--- src/rtl/sram_like_responder_pkg.sv ---
// Shared constants for the sram-like bus responder: transfer sizes and the
// stall LFSR polynomial (x^16 + x^14 + x^13 + x^11 + 1, right-shifting form).
package sram_like_responder_pkg;

    localparam logic [1:0] SIZE_BYTE = 2'd0;
    localparam logic [1:0] SIZE_HALF = 2'd1;
    localparam logic [1:0] SIZE_WORD = 2'd2;

    // Tap mask over the register bits that feed back into bit 15.
    localparam logic [15:0] LFSR_TAPS = 16'h002D;

    function automatic logic [15:0] lfsr_next(input logic [15:0] s);
        return {^(s & LFSR_TAPS), s[15:1]};
    endfunction

endpackage

--- src/rtl/sram_like_responder_resp_delay_line.sv ---
// Fixed-latency response line: stage 0 holds {valid, is_wr} of the accepted
// request, the RAM word joins the cycle after, then LAT-1 more data stages.
module sram_like_responder_resp_delay_line #(
    parameter int LAT = 2
) (
    input  logic        clk,
    input  logic        clr,
    input  logic        in_vld,
    input  logic        in_wr,
    input  logic [31:0] ram_rdata,
    output logic        out_vld,
    output logic [31:0] out_data
);

    logic [LAT:0] vld_q, vld_d;
    logic         wr0_q, wr0_d;
    logic [31:0]  stage0_data;

    always_comb begin
        vld_d    = '0;
        vld_d[0] = in_vld;
        for (int k = 1; k <= LAT; k++) vld_d[k] = vld_q[k-1];
        wr0_d = in_vld & in_wr;
    end

    always_ff @(posedge clk) begin
        if (clr) begin
            vld_q <= '0;
            wr0_q <= 1'b0;
        end else begin
            vld_q <= vld_d;
            wr0_q <= wr0_d;
        end
    end

    // Data is zeroed at entry, so every later stage is zero when invalid or a write.
    assign stage0_data = (vld_q[0] & ~wr0_q) ? ram_rdata : 32'h0;
    assign out_vld     = vld_q[LAT];

    generate
        if (LAT == 0) begin : g_lat0
            assign out_data = stage0_data;
        end else begin : g_latn
            logic [LAT:1][31:0] data_q, data_d;

            always_comb begin
                data_d    = data_q;
                data_d[1] = stage0_data;
                for (int k = 2; k <= LAT; k++) data_d[k] = data_q[k-1];
            end

            always_ff @(posedge clk) begin
                if (clr) data_q <= '0;
                else     data_q <= data_d;
            end

            assign out_data = data_q[LAT];
        end
    endgenerate

endmodule

--- src/rtl/sram_like_responder.sv ---
// Responder end of the sram-like bus: drives a synchronous word RAM and
// returns in-order responses after a fixed latency, with optional stalls.
module sram_like_responder
    import sram_like_responder_pkg::*;
#(
    parameter int          MEM_AW     = 16,
    parameter int          LAT        = 2,
    parameter int          MAX_OUTST  = 2,
    parameter int          RAND_STALL = 0,
    parameter logic [15:0] LFSR_SEED  = 16'hACE1
) (
    input  logic              clk,
    input  logic              reset,
    input  logic              en,
    input  logic              wr,
    input  logic [1:0]        size,
    input  logic [3:0]        wen,
    input  logic [31:0]       addr,
    input  logic [31:0]       wdata,
    output logic              addr_ok,
    output logic              data_ok,
    output logic [31:0]       rdata,
    output logic              ram_en,
    output logic [3:0]        ram_wen,
    output logic [MEM_AW-1:0] ram_addr,
    output logic [31:0]       ram_wdata,
    input  logic [31:0]       ram_rdata
);

    localparam int CW = 4;

    logic [CW-1:0] cnt_q, cnt_d;
    logic [15:0]   lfsr_q, lfsr_d;
    logic          stall_ok, hs;
    logic          dl_vld;
    logic [31:0]   dl_data;
    logic          unused_bits;

    assign unused_bits = ^{size, addr[31:MEM_AW+2], addr[1:0]};

    // The slot count is the registered value: a response this cycle does not free a slot.
    assign stall_ok = (RAND_STALL != 0) ? lfsr_q[0] : 1'b1;
    assign addr_ok  = en & ~reset & (cnt_q < CW'(MAX_OUTST)) & stall_ok;
    assign hs       = en & addr_ok;

    assign ram_en    = hs;
    assign ram_wen   = (hs & wr) ? wen : 4'h0;
    assign ram_addr  = addr[MEM_AW+1:2];
    assign ram_wdata = wdata;

    sram_like_responder_resp_delay_line #(.LAT(LAT)) u_dly (
        .clk      (clk),
        .clr      (reset),
        .in_vld   (hs),
        .in_wr    (wr),
        .ram_rdata(ram_rdata),
        .out_vld  (dl_vld),
        .out_data (dl_data)
    );

    // Mask the line while reset is held so pre-reset requests never answer.
    assign data_ok = dl_vld & ~reset;
    assign rdata   = reset ? 32'h0 : dl_data;

    always_comb begin
        cnt_d = cnt_q;
        case ({hs, data_ok})
            2'b10:   cnt_d = cnt_q + 1'b1;
            2'b01:   cnt_d = cnt_q - 1'b1;
            default: cnt_d = cnt_q;
        endcase
        lfsr_d = (RAND_STALL != 0) ? lfsr_next(lfsr_q) : lfsr_q;
    end

    always_ff @(posedge clk) begin
        if (reset) begin
            cnt_q  <= '0;
            lfsr_q <= LFSR_SEED;
        end else begin
            cnt_q  <= cnt_d;
            lfsr_q <= lfsr_d;
            assert (!(data_ok && !hs && cnt_q == '0));
            assert (!(hs && !data_ok && cnt_q == CW'(MAX_OUTST)));
        end
    end

endmodule

--- config.mk ---
export PLATFORM = sky130hd
export DESIGN_NAME = sram_like_responder
export DESIGN_NICKNAME = d
export VERILOG_FILES = /design/src/rtl/sram_like_responder_pkg.sv /design/src/rtl/sram_like_responder_resp_delay_line.sv /design/src/rtl/sram_like_responder.sv
export SDC_FILE = /design/constraint.sdc
export NUM_CORES = 1
export LEC_CHECK = 0
export CAP_MARGIN = 15
export CORE_MARGIN = 2
export CORE_UTILIZATION = 37
export CTS_BUF_LIST = sky130_fd_sc_hd__clkbuf_4
export CTS_CLUSTER_DIAMETER = 80
export DETAILED_ROUTE_END_ITERATION = 16
export PLACE_DENSITY = 0.82
export SYNTH_ARGS = -nofsm -noshare
export SYNTH_HDL_FRONTEND = slang
export SYNTH_HIERARCHICAL = 1
export SYNTH_SLANG_ARGS = --single-unit
--- constraint.sdc ---
create_clock -name clk -period 2.85 [get_ports clk]
set_input_delay 0.285 -clock clk [delete_from_list [all_inputs] [get_ports clk]]
set_output_delay 0.285 -clock clk [all_outputs]
set_load 0.01 [all_outputs]
==> results of run 1 <==
-- through the flow --
stage	total power, uW	std cells	util (%)
6_report	1750	400	45.6
5_1_grt	1820	400	45.6
4_1_cts	1770	400	45.6
3_5_place_dp	1190	386	44.1
3_3_place_gp	1190	386	44.1
2_1_floorplan	1190	271	-
-- logic make-up after synthesis --
group,share of synthesized area (%)
AOI/OAI and AO/OA,1.10
and+or+nand+nor,31.3
xor gates and xnor gates,0.594
buffers and inverters,16.2
DFF,48.9
adders and majority gates,1.95
-- power by group through the flow --
stage	Combinational, uW	Sequential (uW)	Clock [uW]
2_1_floorplan	137	1050	0
3_3_place_gp	129	1060	0
3_5_place_dp	132	1060	0
4_1_cts	132	1040	603
5_1_grt	143	1040	639
6_report	131	1030	580
-- synthesized netlist by cell type --
master / count
sky130_fd_sc_hd__or4_1: 1
sky130_fd_sc_hd__o31ai_1: 1
sky130_fd_sc_hd__and3b_1: 1
sky130_fd_sc_hd__nand3_1: 1
sky130_fd_sc_hd__fa_1: 1
sky130_fd_sc_hd__dfxtp_1: 72
sky130_fd_sc_hd__nor2b_1: 67
sky130_fd_sc_hd__clkbuf_2: 1
sky130_fd_sc_hd__buf_4: 51
sky130_fd_sc_hd__clkbuf_1: 6
sky130_fd_sc_hd__buf_6: 1
sky130_fd_sc_hd__xor2_1: 2
sky130_fd_sc_hd__and4bb_2: 29
sky130_fd_sc_hd__inv_1: 4
sky130_fd_sc_hd__and2_1: 2
sky130_fd_sc_hd__a21oi_1: 5
sky130_fd_sc_hd__ha_1: 3
sky130_fd_sc_hd__buf_2: 8
sky130_fd_sc_hd__nor2_1: 5
sky130_fd_sc_hd__and3_1: 5
sky130_fd_sc_hd__nor4bb_4: 1
sky130_fd_sc_hd__and2b_1: 1
sky130_fd_sc_hd__nor4_1: 1
sky130_fd_sc_hd__nor4bb_1: 2
-- final timing paths --
| kind | start | end | depth (start not counted) |
|---|---|---|---|
| worst max register to register | cnt_q[1] | cnt_q[3] | 9 |
| worst max-delay path | cnt_q[1] | cnt_q[3] | 9 |
| worst min register to register | u_dly/vld_q[1] | u_dly/vld_q[2] | 1 |
| worst min-delay path | u_dly/vld_q[1] | u_dly/vld_q[2] | 1 |
-- per-layer routing --
layer | wire length, um | up-vias
li1 | - | 880
met1 | 2090 | 805
met2 | 2960 | 91
met3 | 571 | 27
met4 | 236 | 0
met5 | 0 | -
-- flip-flops by register name (all words and copies together), names as in the netlist --
name                 count
u_dly/g_latn.data_d     32
cnt_q                    4
u_dly/out_data          32
u_dly/vld_q              3
u_dly/wr0_q              1
-- cell type report --
type	instances	area, um2	area share [%]
Sequential cell	72	1440	40.9
Multi-Input combinational cell	128	1030	29.3
Timing Repair Buffer	80	791	22.4
Tap cell	102	128	3.62
Clock buffer	9	67.6	1.92
Clock inverter	5	50.0	1.42
Inverter	4	15.0	0.426
==> impl_summary.txt, run 1 <==
----------------------------------------------------
[Power]
  Lkg Pwr ... approximately 0.0013 uW
  Internal power summed over all cells ... 1360 uW
  Part of the power in combinational logic ... 7.5%
  Fraction of power consumed by sequential logic ... between 50% and 60%
  Switching Fraction ... between 20 and 25%
  Net Switching ... 388 uW
  Total power per unit cell area ... 495 nW/um2
  IR Drop Worst-Case VDD ... 0.199 mV
  Clock share of power ... 33.2%

[Synth]
  Avg Inst Size Synth ... 10.9 um2
  Number of cells produced by synthesis ... 271
  Top cell type by total area after synthesis ... sky130_fd_sc_hd__dfxtp_1
  Net count after synthesis ... 381
  Distinct cells, synth ... 24
  Register bit total from synthesis ... 72
  Sequential share of the synthesized area ... 48.9%
  Most area-consuming cells after synthesis ... sky130_fd_sc_hd__dfxtp_1 49%, sky130_fd_sc_hd__nor2b_1 14%, sky130_fd_sc_hd__buf_4 13%
  YS warnings ... 6
  Area share of the largest cell type after synthesis ... 48.9%
  Post-synthesis instance area ... 2950 um2

[Floorplan]
  Chip height ... 93.3 um
  I/O pin count ... 193
  Cell row count ... 32
  Core area ... 7730 um2
  Overall die width ... roughly 93 um
  Area of the die ... approximately 8700 um2
  Initial cell density of the core ... 38.2%

[Worst setup path]
  Critical-path maximum fanout ... 8
  Crit path max-delay family ... simple AND/OR/NAND/NOR gates
  Peak per-stage delay on the critical path ... around 0.46 ns
  Critical path's most frequent cell ... sky130_fd_sc_hd__a21oi_1
  Crit path kind ... reg2reg
  Startpoint type of the worst setup path ... register
  Critical path capture point type ... register
  Arr. time, crit path ... 2.90 ns
  List of cells traversed by the critical path ... nor4_1 -> and2_1 -> inv_1 -> ha_1 -> ha_1 -> a21oi_1 -> a21oi_1 -> or4_1 -> a21oi_1
  Critical-path cell with the highest stage delay ... sky130_fd_sc_hd__or4_1
  Reg-to-reg slack, setup ... between 0.2 and 0.3 ns
  Crit path buffers/inverters ... 1
  Critical Path RT ... 3.18 ns

[Clocking]
  Num Clock Sinks ... 72
  Root buffer selected by CTS ... sky130_fd_sc_hd__clkbuf_4
  Insertion delay of the later-clocked pin in the worst-skew pair ... 0.40 ns
  Clock input transition at the sequential cells of the worst setup and hold paths ... between 0.1 and 0.15 ns
  Depth of the CTS H-tree ... 3
  Number of buffers inserted during clock tree synthesis ... 9
  Number of buffers inserted to repair setup after CTS ... 0
  Total of hold buffers inserted after clock tree synthesis ... 0
  Number of buffers on the longest clock path ... 2
  Quantity of gates resized following cts ... 0
  Clock tree from TritonCTS ... done

[Finish]
  Post-route cell area ... approximately 3500 um2
  Commonest non-fill, non-tap cell in the layout ... sky130_fd_sc_hd__clkdlybuf4s50_1
  Final-layout fill cell count ... 720
  Layout overhead on the synthesized area ... 19.5%
  Final nets ... 405
  Layout cell share with drive strength beyond 1 ... 15.1%
  Commonest cells after routing, fill and taps aside ... 77 x sky130_fd_sc_hd__clkdlybuf4s50_1, 72 x sky130_fd_sc_hd__dfxtp_1, 67 x sky130_fd_sc_hd__nor2b_1
  Antenna diode instance count ... 0

[Global routing]
  Fraction of met3 tracks used by global routing ... roughly 4.9%
  Via count of the first global-routing pass ... around 1700
  Largest net degree at the start of global routing ... 57
  Met1 global-route usage ... 13.0%
  Total routing usage reported by global routing ... 13.2%
  Most crowded layer after global routing ... met2
  Met2 routing resource usage after global routing ... 22.9%
  First-pass GRT wire length ... approximately 8600 um
  Remaining global-route overflow ... 0
  Initial antenna violation count ... 0

[Placement]
  Final GP Congestion ... 0.733
  Port Buffers ... 78
  Area of placed instances ... between 3000 and 4000 um2
  Setup slack at placement ... 0.292 ns
  Post-DP HPWL ... roughly 4200 um

[Timing]
  Setup_tns ... 0 ns
  Shortest period the worst path allows ... 2.58 ns
  Final setup violation count ... 0
  Worst rel slew slack ... 30.2%
  RSZ-0062 raised after global routing ... no
  Slew at the pin closest to its max-slew limit ... approximately 1.0 ns
  Final clock skew ... approximately 0.016 ns
  Final hold violations ... 0
  Setup slack of the critical path after layout ... around 0.27 ns
  Share of the clock period used by the worst path after layout ... 90.5%
  Maximum frequency from static timing analysis ... 388 MHz
  Max-slew violation total from the final report ... 0
  Worst hold slack across all endpoints ... 0.431 ns

[Worst hold path]
  Worst Hold Class ... reg2reg

[Drt]
  DR pass1 iterations ... 4
  Iter 0 DRT Violations ... 30
  Average wire length per cell after detail routing ... 14.6 um
  Antenna violation net count after detailed routing ... 0
  Routed wire length ... between 5000 and 6000 um
  Vias post-DR ... 1803
  DRC ... 0
  Routed via count divided by cell count ... 4.51

[Flow run]
  Number of maximum-capacitance constraint violations ... 0

[Status]
  Outcome ... complete, no violations

----------------------------------------------------
Power figures use the tool's default switching activity.
==> run 2: changes to the inputs <==
--- a/config.mk
+++ b/config.mk
@@ -12,6 +12,7 @@
 export CTS_CLUSTER_DIAMETER = 80
 export DETAILED_ROUTE_END_ITERATION = 16
 export PLACE_DENSITY = 0.82
+export SLEW_MARGIN = 5
 export SYNTH_ARGS = -nofsm -noshare
 export SYNTH_HDL_FRONTEND = slang
 export SYNTH_HIERARCHICAL = 1
==> results of run 2 <==
Final layout, timing and power as in run 1 (identical DEF).
